--- config.mk ---
export PLATFORM = sky130hd
export DESIGN_NAME = ysyx_22041207_iter_mul
export DESIGN_NICKNAME = d
export VERILOG_FILES = /design/src/rtl/ysyx_22041207_iter_mul.sv
export SDC_FILE = /design/constraint.sdc
export NUM_CORES = 1
export LEC_CHECK = 0
export CORE_MARGIN = 2
export CORE_UTILIZATION = 55
export CTS_BUF_LIST = sky130_fd_sc_hd__clkbuf_16
export CTS_CLUSTER_SIZE = 25
export DETAILED_ROUTE_END_ITERATION = 12
export GPL_TIMING_DRIVEN = 0
export HOLD_SLACK_MARGIN = 0.08
export PLACE_DENSITY = 0.85
export SLEW_MARGIN = 20
export SYNTH_ARGS = -nofsm -noshare
export SYNTH_HDL_FRONTEND = slang
export SYNTH_SLANG_ARGS = --single-unit
--- constraint.sdc ---
create_clock -name clk -period 7.6 [get_ports clk]
set_clock_uncertainty 0.15 [all_clocks]
set_input_delay 2.28 -clock clk [delete_from_list [all_inputs] [get_ports clk]]
set_output_delay 2.28 -clock clk [all_outputs]
set_load 0.02 [all_outputs]
--- src/rtl/ysyx_22041207_iter_mul.sv ---
// Iterative shift-add multiplier for RV64M MUL/MULH/MULHSU/MULHU/MULW, valid/ready responder.
// Optional MUL_EARLY_OUT_EN: finish as soon as the remaining multiplier bits are all zero.
module ysyx_22041207_iter_mul #(
  parameter int XLEN = 64
) (
  input  logic            clk,
  input  logic            rst,
  input  logic            mul_valid,
  input  logic            flush,
  input  logic [1:0]      mul_signed,
  input  logic            mulw,
  input  logic [XLEN-1:0] multiplicand,
  input  logic [XLEN-1:0] multiplier,
  output logic            mul_ready,
  output logic            out_valid,
  output logic [XLEN-1:0] result_hi,
  output logic [XLEN-1:0] result_lo
);

  localparam int PW = 2 * XLEN;
  localparam int CW = $clog2(XLEN) + 1;

  typedef enum logic [1:0] {
    IDLE = 2'd0,
    BUSY = 2'd1,
    DONE = 2'd2
  } state_t;

  state_t        state;
  logic [CW-1:0] counter;
  logic          neg_q;
  logic          w_q;
  logic [PW-1:0] a_q;
  logic [PW-1:0] acc_q;
  logic [XLEN-1:0] b_q;

  function automatic logic signed [XLEN-1:0] extend_op(input logic [XLEN-1:0] op,
                                                      input logic sgn,
                                                      input logic word);
    if (!word) return op;
    return {{(XLEN-32){sgn & op[31]}}, op[31:0]};
  endfunction

  // -2^(XLEN-1) maps onto 2^(XLEN-1), which still fits as an unsigned magnitude.
  function automatic logic [XLEN-1:0] magnitude(input logic signed [XLEN-1:0] op,
                                                input logic sgn);
    if (sgn && op[XLEN-1]) return $unsigned(-op);
    return $unsigned(op);
  endfunction

  function automatic logic [PW-1:0] sign_fix(input logic [PW-1:0] mag, input logic neg);
    return neg ? (~mag + 1'b1) : mag;
  endfunction

  // 2'b01 is not a legal encoding and degrades to fully unsigned.
  logic sign_a;
  logic sign_b;
  assign sign_a = mul_signed[1];
  assign sign_b = mul_signed[1] & mul_signed[0];

  logic signed [XLEN-1:0] ext_a;
  logic signed [XLEN-1:0] ext_b;
  logic [XLEN-1:0]        mag_a;
  logic [XLEN-1:0]        mag_b;
  logic                   neg_in;
  assign ext_a  = extend_op(multiplicand, sign_a, mulw);
  assign ext_b  = extend_op(multiplier, sign_b, mulw);
  assign mag_a  = magnitude(ext_a, sign_a);
  assign mag_b  = magnitude(ext_b, sign_b);
  assign neg_in = (sign_a & ext_a[XLEN-1]) ^ (sign_b & ext_b[XLEN-1]);

  logic accept;
  assign accept = (state == IDLE) & mul_valid & mul_ready & ~flush;

  logic [PW-1:0] acc_step;
  logic [PW-1:0] product;
  logic [CW-1:0] last_cnt;
  logic          last;
  assign acc_step = acc_q + (b_q[0] ? a_q : '0);
  assign product  = sign_fix(acc_step, neg_q);
  assign last_cnt = w_q ? CW'(31) : CW'(XLEN - 1);

`ifdef MUL_EARLY_OUT_EN
  assign last = (counter == last_cnt) || (b_q[XLEN-1:1] == '0);
`else
  assign last = (counter == last_cnt);
`endif

  // Datapath: operand shifters and accumulator, only meaningful while BUSY.
  always_ff @(posedge clk) begin
    if (accept) begin
      a_q   <= {{XLEN{1'b0}}, mag_a};
      b_q   <= mag_b;
      acc_q <= '0;
    end else if (state == BUSY) begin
      acc_q <= acc_step;
      a_q   <= a_q << 1;
      b_q   <= b_q >> 1;
    end
  end

  // Control FSM and registered outputs.
  always_ff @(posedge clk or posedge rst) begin
    if (rst) begin
      state     <= IDLE;
      mul_ready <= 1'b1;
      out_valid <= 1'b0;
      result_hi <= '0;
      result_lo <= '0;
      counter   <= '0;
      neg_q     <= 1'b0;
      w_q       <= 1'b0;
    end else if (flush) begin
      state     <= IDLE;
      mul_ready <= 1'b1;
      out_valid <= 1'b0;
      counter   <= '0;
    end else begin
      out_valid <= 1'b0;
      unique case (state)
        IDLE: begin
          if (accept) begin
            state     <= BUSY;
            mul_ready <= 1'b0;
            counter   <= '0;
            neg_q     <= neg_in;
            w_q       <= mulw;
          end
        end
        BUSY: begin
          counter <= counter + 1'b1;
          if (last) begin
            state     <= DONE;
            out_valid <= 1'b1;
            if (w_q) begin
              result_hi <= '0;
              result_lo <= {{(XLEN-32){product[31]}}, product[31:0]};
            end else begin
              result_hi <= product[PW-1:XLEN];
              result_lo <= product[XLEN-1:0];
            end
          end
        end
        DONE: begin
          state     <= IDLE;
          mul_ready <= 1'b1;
        end
        default: begin
          state     <= IDLE;
          mul_ready <= 1'b1;
        end
      endcase
    end
  end

endmodule
**After elaboration in Yosys (flattened, before gate mapping)**

Index checks and enable logic that the tools add are counted.

- Flip-flop bits (word level): 461
- Input bits: 135

- Add/sub/neg operators: 5
- Equal/unequal tests: 5
- Mux-type cells: 30
- Bitwise logic cells: 11
- Reductions and logical operators: 10

Operators with widths:

| cell | count |
|---|---|
| 64-bit two-way mux | 12 |
| 128-bit two-way mux | 2 |
| 128-bit by 1-bit adder with 128-bit output, second input constant | 1 |
| 128-bit adder | 1 |
| 64-bit negation | 2 |
| 128-bit NOT | 1 |
| 7-bit two-way mux | 2 |
| 7-bit one-hot mux with 2 select lines | 1 |
| 1-bit bitwise AND | 8 |
| 7-bit by 1-bit adder with 7-bit output, second input constant | 1 |
| 7-bit by 6-bit equality test with 1-bit output | 1 |
| 1-bit two-way mux | 7 |
| 2-bit two-way mux | 3 |
| 6-bit two-way mux | 1 |
| 3-bit inequality test, second input constant | 2 |
| 2-bit AND reduction | 3 |
| 3-bit AND reduction | 2 |
| 2-bit one-hot mux with 2 select lines | 1 |
| 3-bit nonzero test | 1 |
| 2-bit by 1-bit equality test with 1-bit output, second input constant | 1 |
| 1-bit logical AND | 2 |
| 2-bit zero test | 1 |
| 2-bit inequality test, second input constant | 1 |
| 1-bit one-hot mux with 2 select lines | 1 |
| 3 further kinds | 3 |

**Logic depth before layout (Yosys ltp)**

Gate-level depths: netlist (run 1).

- Word-level depth: 7
- Depth in mapped cells: 22
- Mapped depth without buffers: 18

**Least setup slack after synthesis (run 1)**

Ideal clock, no wire load.

- Path kind: input-to-reg
- Start point: input multiplier[1]
- End point: register b_q[59], data pin
- Library setup time: 0.145 ns
- Arrival time: 6.085 ns
- Path slack: 1.220 ns
- Cell stages on the path: 14
- Path through: or4_1 or4_1 or3_1 nor2_1 nand2_1 or3_1 a2111oi_0 nand3_1 nor3_1 nor3b_1 a21o_1 a21oi_1 o21a_1 o21ai_1

- Longest elaborated chain between the ends: 5

Ends and longest elaborated chain:

| element | RTL line | RTL |
|---|---|---|
| start: declaration | 13 | `input logic [XLEN-1:0] multiplier,` |
| 64-bit two-way mux | 41 | `return {{(XLEN-32){sgn & op[31]}}, op[31:0]};` |
| 64-bit negation | 47 | `if (sgn && op[XLEN-1]) return $unsigned(-op);` |
| 64-bit two-way mux | 47 |  |
| 64-bit two-way mux | 48 | `return $unsigned(op);` |
| 64-bit two-way mux | 91 | `if (accept) begin` |
| end signal: assignment | 93 | `b_q <= mag_b;` |
| end signal: assignment | 98 | `b_q <= b_q >> 1;` |
| end: declaration | 35 | `logic [XLEN-1:0] b_q;` |

No other way between the ends. The select of a mux whose other input is x is not followed.
A chain may end at the register's enable or synchronous reset.

**Worst setup path in the final report (run 1)**

- Start point: register b_q[0]
- End point: register result_hi[61]

- Longest elaborated chain between the ends: 6

Ends and longest elaborated chain:

| element | RTL line | RTL |
|---|---|---|
| 128-bit two-way mux (*) | 79 | `assign acc_step = acc_q + (b_q[0] ? a_q : '0);` |
| 128-bit adder (*) | 79 |  |
| 128-bit NOT | 52 | `return neg ? (~mag + 1'b1) : mag;` |
| 128-bit by 1-bit adder with 128-bit output | 52 |  |
| 128-bit two-way mux (*) | 52 |  |
| 64-bit two-way mux (*) | 135 | `if (w_q) begin` |
| end signal: assignment | 139 | `result_hi <= product[PW-1:XLEN];` |
| end: declaration | 16 | `output logic [XLEN-1:0] result_hi,` |

Mark *: on every way between the ends. The rest lies on a longest branch, timed or not.

==> out/metrics.yaml, run 1 <==
placement:
  port_buffers: 262
  dp_slack_ns: -1.32
  dp_hpwl_um: 117000
  placed_cells: 5760
  gp_congestion: 1.07
cts:
  clkLatencyLatePin_ns: 0.65
  cts.sinks: 461
  clockRootBuffer: "clkbuf_16"
  h-tree-depth: 2
  cts_tree: "done"
  numCtsBuffers: 52
  clockBufferDepth: 3
  clk_pin_slew_ns: 0.06
global_route:
  grt_usage_pct: 42.5
  grt_pass1_vias: 35600
  grt_pass1_wl_um: 216000
  grt_start_max_net_pins: 96
  antenna_found_initial: 4
  gr-total-overflow: 0
yosys:
  synth_nets: 4913
  yosysMostFrequentCell: "nand2_1"
  syn_area_per_cell_sq_um: 7.58
  synth_top_area_share_pct: 10.9
  ys.warnings.count: 0
  synth_area_leader_cell: "dfxtp_1"
  yosys-top-cells-count: "785 x nand2_1, 654 x o21ai_0, 339 x a21oi_1"
  synth_area_sq_mm: 0.0352
  synth_area_leaders: "dfxtp_1 11%, edfxtp_1 11%, dfrtp_1 9.9%"
  synth_cell_types: 109
  synthCells: 4646
  synth_edf_count: 128
  ys_seq_area_share_pct: 31.8
  ys_seq_elements: 461
  synthArstFlopShare_pct: 30.6
  synthFlopType: "dfxtp_1"
setup_path:
  worstSetupStartpointType: "flop"
  setup.reg_to_reg.worst_slack_ns: 0.07
  crit_family: "compound AO/OA/AOI/OAI gates"
  slowest_delay_ns: 0.67
  arrival_ns: 7.90
  worstPathCellList: "buf_6, clkbuf_1, and2_1, ha_1, clkbuf_1, a21oi_1, o21ai_0, a21oi_1, o21ai_0, a221oi_1, o211ai_1, a31oi_1, xor2_2, nand2_1, nor4_1, or4b_1, o41ai_2, xor2_1, a22o_1"
  worst-setup-path-type: "flop to flop"
  crit_fanout: 10
  critical_path.endpoint: "result_hi[61]$_DFFE_PP0P_"
  cpMaxStageDelayCell: "o21ai_0"
  reg2reg_to: "result_hi[61]$_DFFE_PP0P_"
  rr_worst_depth: 19
  startpoint: "b_q[0]$_DFFE_PP_"
  timing.rr.start: "b_q[0]$_DFFE_PP_"
  crit_path_end_kind: "flop"
  cp.depth: 19
  critPathBufInv: 3
  cp.required_ns: 7.97
floorplan:
  io-pin-count: 265
  start_util_pct: 55.7
  row_count: 92
  die-area_sq_mm: 0.0661
  core_sq_mm: 0.0632
  die_w_um: 257
  die_h_um: 257
layout:
  finalNetCount: 5253
  finalNonFillerCells: 5881
  syn_to_final_growth_pct: 17.0
  regArea_sq_mm: 0.0112
  fillers: 5536
  multi_input_area_sq_mm: 0.0231
  drive_gt1_share_pct: 5.31
run_status:
  status: "finished clean"
detailed_routing:
  antenna_left: 0
  drtPass1Iterations: 9
  drc: 0
  drt_iter0_drc: 5230
  vias: 38900
  drt-vias-per-instance: 6.61
  drt_wl_total_um: 146000
  wl_per_cell_um: 24.9
power:
  p_int_uw: 5910
  p_clk_share_pct: 23.1
  switchingPower_uw: 5040
  p_sw_share_pct: 46.0
  pwr-share-seq_pct: 28.4
  p_per_area_mw_per_mm2: 265
  peakVddDrop_mv: 0.185
  pwr-share-comb_pct: 48.5
  leakage_uw: 0.0156
  power_uw: 10900
timing:
  fin_crit_sh_pct: 99.1
  drv_slew: 0
  worstMarginPinSlew_ns: 1.27
  hold_ws_ns: 0.311
  period_minus_slack_ns: 7.53
  hold_violations: 0
  layout_setup_ws_ns: 0.0693
  max_freq_mhz: 133
  finalSetupViolations: 0
  maxSlewHeadroom_pct: 15.2
worst_hold_path:
  min_path_type: "flop to flop"
flow_run:
  max_cap_violations: 0
==> worst min-delay path by stage <==
stage | from | endpoint | slack, ns | cells after the start
final | acc_q[71]$_SDFFE_PP0P_ | acc_q[71]$_SDFFE_PP0P_ | 0.31 | 2
after floorplan | acc_q[120]$_SDFFE_PP0P_ | acc_q[120]$_SDFFE_PP0P_ | 0.28 | 2
after detailed placement | acc_q[43]$_SDFFE_PP0P_ | acc_q[43]$_SDFFE_PP0P_ | 0.30 | 2
after global placement | acc_q[120]$_SDFFE_PP0P_ | acc_q[120]$_SDFFE_PP0P_ | 0.29 | 2
after CTS | acc_q[45]$_SDFFE_PP0P_ | acc_q[45]$_SDFFE_PP0P_ | 0.31 | 2
after global routing | acc_q[45]$_SDFFE_PP0P_ | acc_q[45]$_SDFFE_PP0P_ | 0.33 | 2
==> state kept, by name, summed over array words and instances (netlist names), 2 cells and up <==
name,count
acc_q,128
result_lo,64
result_hi,64
counter,7
b_q,64
state,2
a_q,128
==> area by class of cell <==
| class | instances | share of cell area, % |
|---|---|---|
| antenna | 5 | 0.0303 |
| clock inverter | 45 | 0.816 |
| clock buffer | 53 | 3.22 |
| buffer | 285 | 2.77 |
| tap | 846 | 2.57 |
| timing repair buffer | 288 | 6.93 |
| sequential | 461 | 27.2 |
| multi-input combinational | 3844 | 55.9 |
| inverter | 54 | 0.522 |
==> power by group through the flow <==
stage / sequential (uW) / combinational (uW) / clock [uW]
4_1_cts: 3090 / 4920 / 2510
3_3_place_gp: 3130 / 4780 / 0
2_1_floorplan: 3070 / 3290 / 0
5_1_grt: 3130 / 5620 / 2600
3_5_place_dp: 3140 / 4850 / 0
6_report: 3110 / 5310 / 2530
==> what timing repair did <==
action | CTS | global route
pin swaps | 3 | 7
hold buffers | 0 | 0
gates resized for setup | 22 | 39
endpoints found under the setup margin | 60 | 28
buffers inserted | 7 | 13
==> worst min-delay path: cells and delay by family, from the launching register on <==
family | cells | cell delay [ns]
simple gates | 2 | 0.11
flops | 1 | 0.31
==> cell families after synthesis <==
logic type / count (synthesis) / share of synthesized area, %
AND/OR/NAND/NOR: 1886 / 25.6
flip-flops: 461 / 31.8
adder cells (fa/ha/maj): 132 / 4.71
AO/OA/AOI/OAI: 1498 / 25.8
multiplexers: 11 / 0.330
XOR/XNOR: 317 / 7.88
buffers and inverters: 341 / 3.80
==> cells in the final DEF, fill, tap and decap left out, types with 28 or more instances in the layout <==
master	n
nand2_1	785
o21ai_0	650
a21oi_1	338
nor2_1	306
clkdlybuf4s50_1	262
clkbuf_1	246
dfxtp_1	192
xnor2_1	165
nand3_1	165
xor2_1	143
and2_1	140
dfrtp_1	140
ha_1	131
edfxtp_1	128
nand4_1	100
nor3_1	96
inv_1	67
o31ai_1	56
clkbuf_16	53
nor4_1	46
or3_1	43
a22o_1	40
a21o_1	39
o211ai_1	35
nand2b_1	29
buf_4	29
a31oi_1	28
==> metrics by stage <==
stage / instance area (sq um) / utilization (%) / TNS, ns
floorplan: 35200 / - / 0
global placement: 38900 / 61.6 / -459.62
detailed placement: 39100 / 61.8 / -40.34
CTS: 40900 / 64.7 / 0
global route: 41200 / 65.2 / -0.00632
finish: 41200 / 65.2 / 0
==> routing by layer <==
layer  vias up  global-route usage [%]  routed length [um]
met5         -                       0                  25
met4         4                    15.3                5820
met1     18400                    57.8               58800
met2      2577                    63.7               61900
li1      17600                       -                   -
met3       335                    13.1               19800
Note: power is estimated with default switching activity, not from simulation.
==> run 2: changes to the inputs <==
Settings changed: CORE_ASPECT_RATIO set to 0.9.
==> out/metrics.yaml, run 2 (synthesis results as in run 1) <==
timing:
  max_freq_mhz: 133
  finalSetupViolations: 0
  fin_crit_sh_pct: 98.8
  hold_ws_ns: 0.315
  worstMarginPinSlew_ns: 1.34
  drv_slew: 0
  period_minus_slack_ns: 7.51
  hold_violations: 0
  maxSlewHeadroom_pct: 10.8
run_status:
  status: "finished clean"
global_route:
  grt_pass1_wl_um: 219000
  grt_usage_pct: 43.4
  gr-total-overflow: 0
  antenna_found_initial: 5
  grt_start_max_net_pins: 84
  grt_pass1_vias: 35100
layout:
  postLayoutCellArea_sq_mm: 0.0412
  final_common_cell: "nand2_1"
  utilization_pct: 64.6
  drive_gt1_share_pct: 5.22
  finalNetCount: 5245
  final_cell_mix: "785 x nand2_1, 648 x o21ai_0, 338 x a21oi_1, 306 x nor2_1, 262 x clkdlybuf4s50_1"
  top_regs: "a_q (128), acc_q (128)"
  syn_to_final_growth_pct: 16.9
floorplan:
  die_w_um: 271
  row_count: 88
  die_h_um: 244
  core_sq_mm: 0.0638
  start_util_pct: 55.3
  die-area_sq_mm: 0.0661
  io-pin-count: 265
setup_path:
  crit_fanout: 10
  cp.required_ns: 7.96
  arrival_ns: 7.86
  crit_path_end_kind: "flop"
  worst-setup-path-type: "flop to flop"
  worstSetupStartpointType: "flop"
detailed_routing:
  antenna_left: 0
  drtPass1Iterations: 9
  drc: 0
  wl_per_cell_um: 25.4
  vias: 38800
  drt_wl_total_um: 150000
  drt_iter0_drc: 5231
  drt-vias-per-instance: 6.60
flow_run:
  max_cap_violations: 0
placement:
  dp_hpwl_um: 120000
  port_buffers: 262
  gp_congestion: 1.08
  place_area_sq_mm: 0.0391
power:
  peakVddDrop_mv: 0.227
  leakage_uw: 0.0156
  p_per_area_mw_per_mm2: 269
cts:
  clk_pin_slew_ns: 0.07
  cts_tree: "done"
  clkLatencyLatePin_ns: 0.64
  holdBufCountCts: 0
  clockBufferDepth: 3
  numCtsBuffers: 50
  clockRootBuffer: "clkbuf_16"
  h-tree-depth: 2
  cts.sinks: 461
worst_hold_path:
  min_path_type: "flop to flop"
run 2: final timing paths:
path / startpoint / slack, ns / depth (start not counted) / end
worst max-delay path: b_q[0]$_DFFE_PP_ / 0.09 / 20 / result_hi[62]$_DFFE_PP0P_
worst min-delay path: acc_q[32]$_SDFFE_PP0P_ / 0.31 / 2 / acc_q[32]$_SDFFE_PP0P_
worst max register to register: b_q[0]$_DFFE_PP_ / 0.09 / 20 / result_hi[62]$_DFFE_PP0P_
worst min register to register: acc_q[32]$_SDFFE_PP0P_ / 0.31 / 2 / acc_q[32]$_SDFFE_PP0P_
max in group asynchronous: rst / 4.60 / 3 / result_hi[42]$_DFFE_PP0P_
min in group asynchronous: rst / 1.93 / 2 / out_valid$_DFF_PP0_
run 2: layout make-up:
type	instances	area, sq um
timing repair buffer	283	2820
antenna	3	7.51
sequential	461	11200
multi-input combinational	3844	23000
clock inverter	42	390
buffer	284	1130
clock buffer	52	1300
inverter	54	215
tap	855	1070
fill	5628	22600
run 2: critical path, cell delays in order, from the launching register on:
cell and delay [ns]:
edfxtp_1 0.39, clkbuf_4 0.31, clkbuf_2 0.31, and2_1 0.24, ha_1 0.24, inv_1 0.07, fa_1 0.40, nand2b_1 0.23
a21oi_1 0.33, xor2_1 0.34, or3_1 0.58, o21bai_1 0.26, nor4_1 0.30, nand4_1 0.21, or4_4 0.66, nand4b_4 0.25
or3_1 0.43, or4_1 0.54, or4b_1 0.56, a211o_1 0.31, a32o_1 0.27
run 2: per-layer routing:
metal	vias to the layer above	global-route usage (%)	part of all wire, %
met3	289	19.0	16
met4	4	13.9	3.5
met5	-	0	0.018
li1	17500	-	-
met1	18400	60.4	41
met2	2560	59.8	39
run 2: per-stage QoR:
step	TNS, ns	worst slack, ns	cells	total power, uW
global placement	-364.18	-2.16	5763	7970
floorplan	0	1.22	4646	6350
CTS	0	0.0102	5864	10600
global route	-0.0539	-0.0511	5875	11500
finish	0	0.0949	5878	11100
detailed placement	-30.47	-1.13	5770	8050
run 2: what timing repair did:
action,CTS,global route
pin swaps,0,8
buffers inserted,0,14
setup endpoints to repair,56,30
resized for setup,18,39
run 2: power by group:
part	internal, uW	leakage [uW]	switching [uW]
Clock	1430	0.000866	1160
Combinational	1630	0.00999	3760
Sequential	2890	0.00476	216
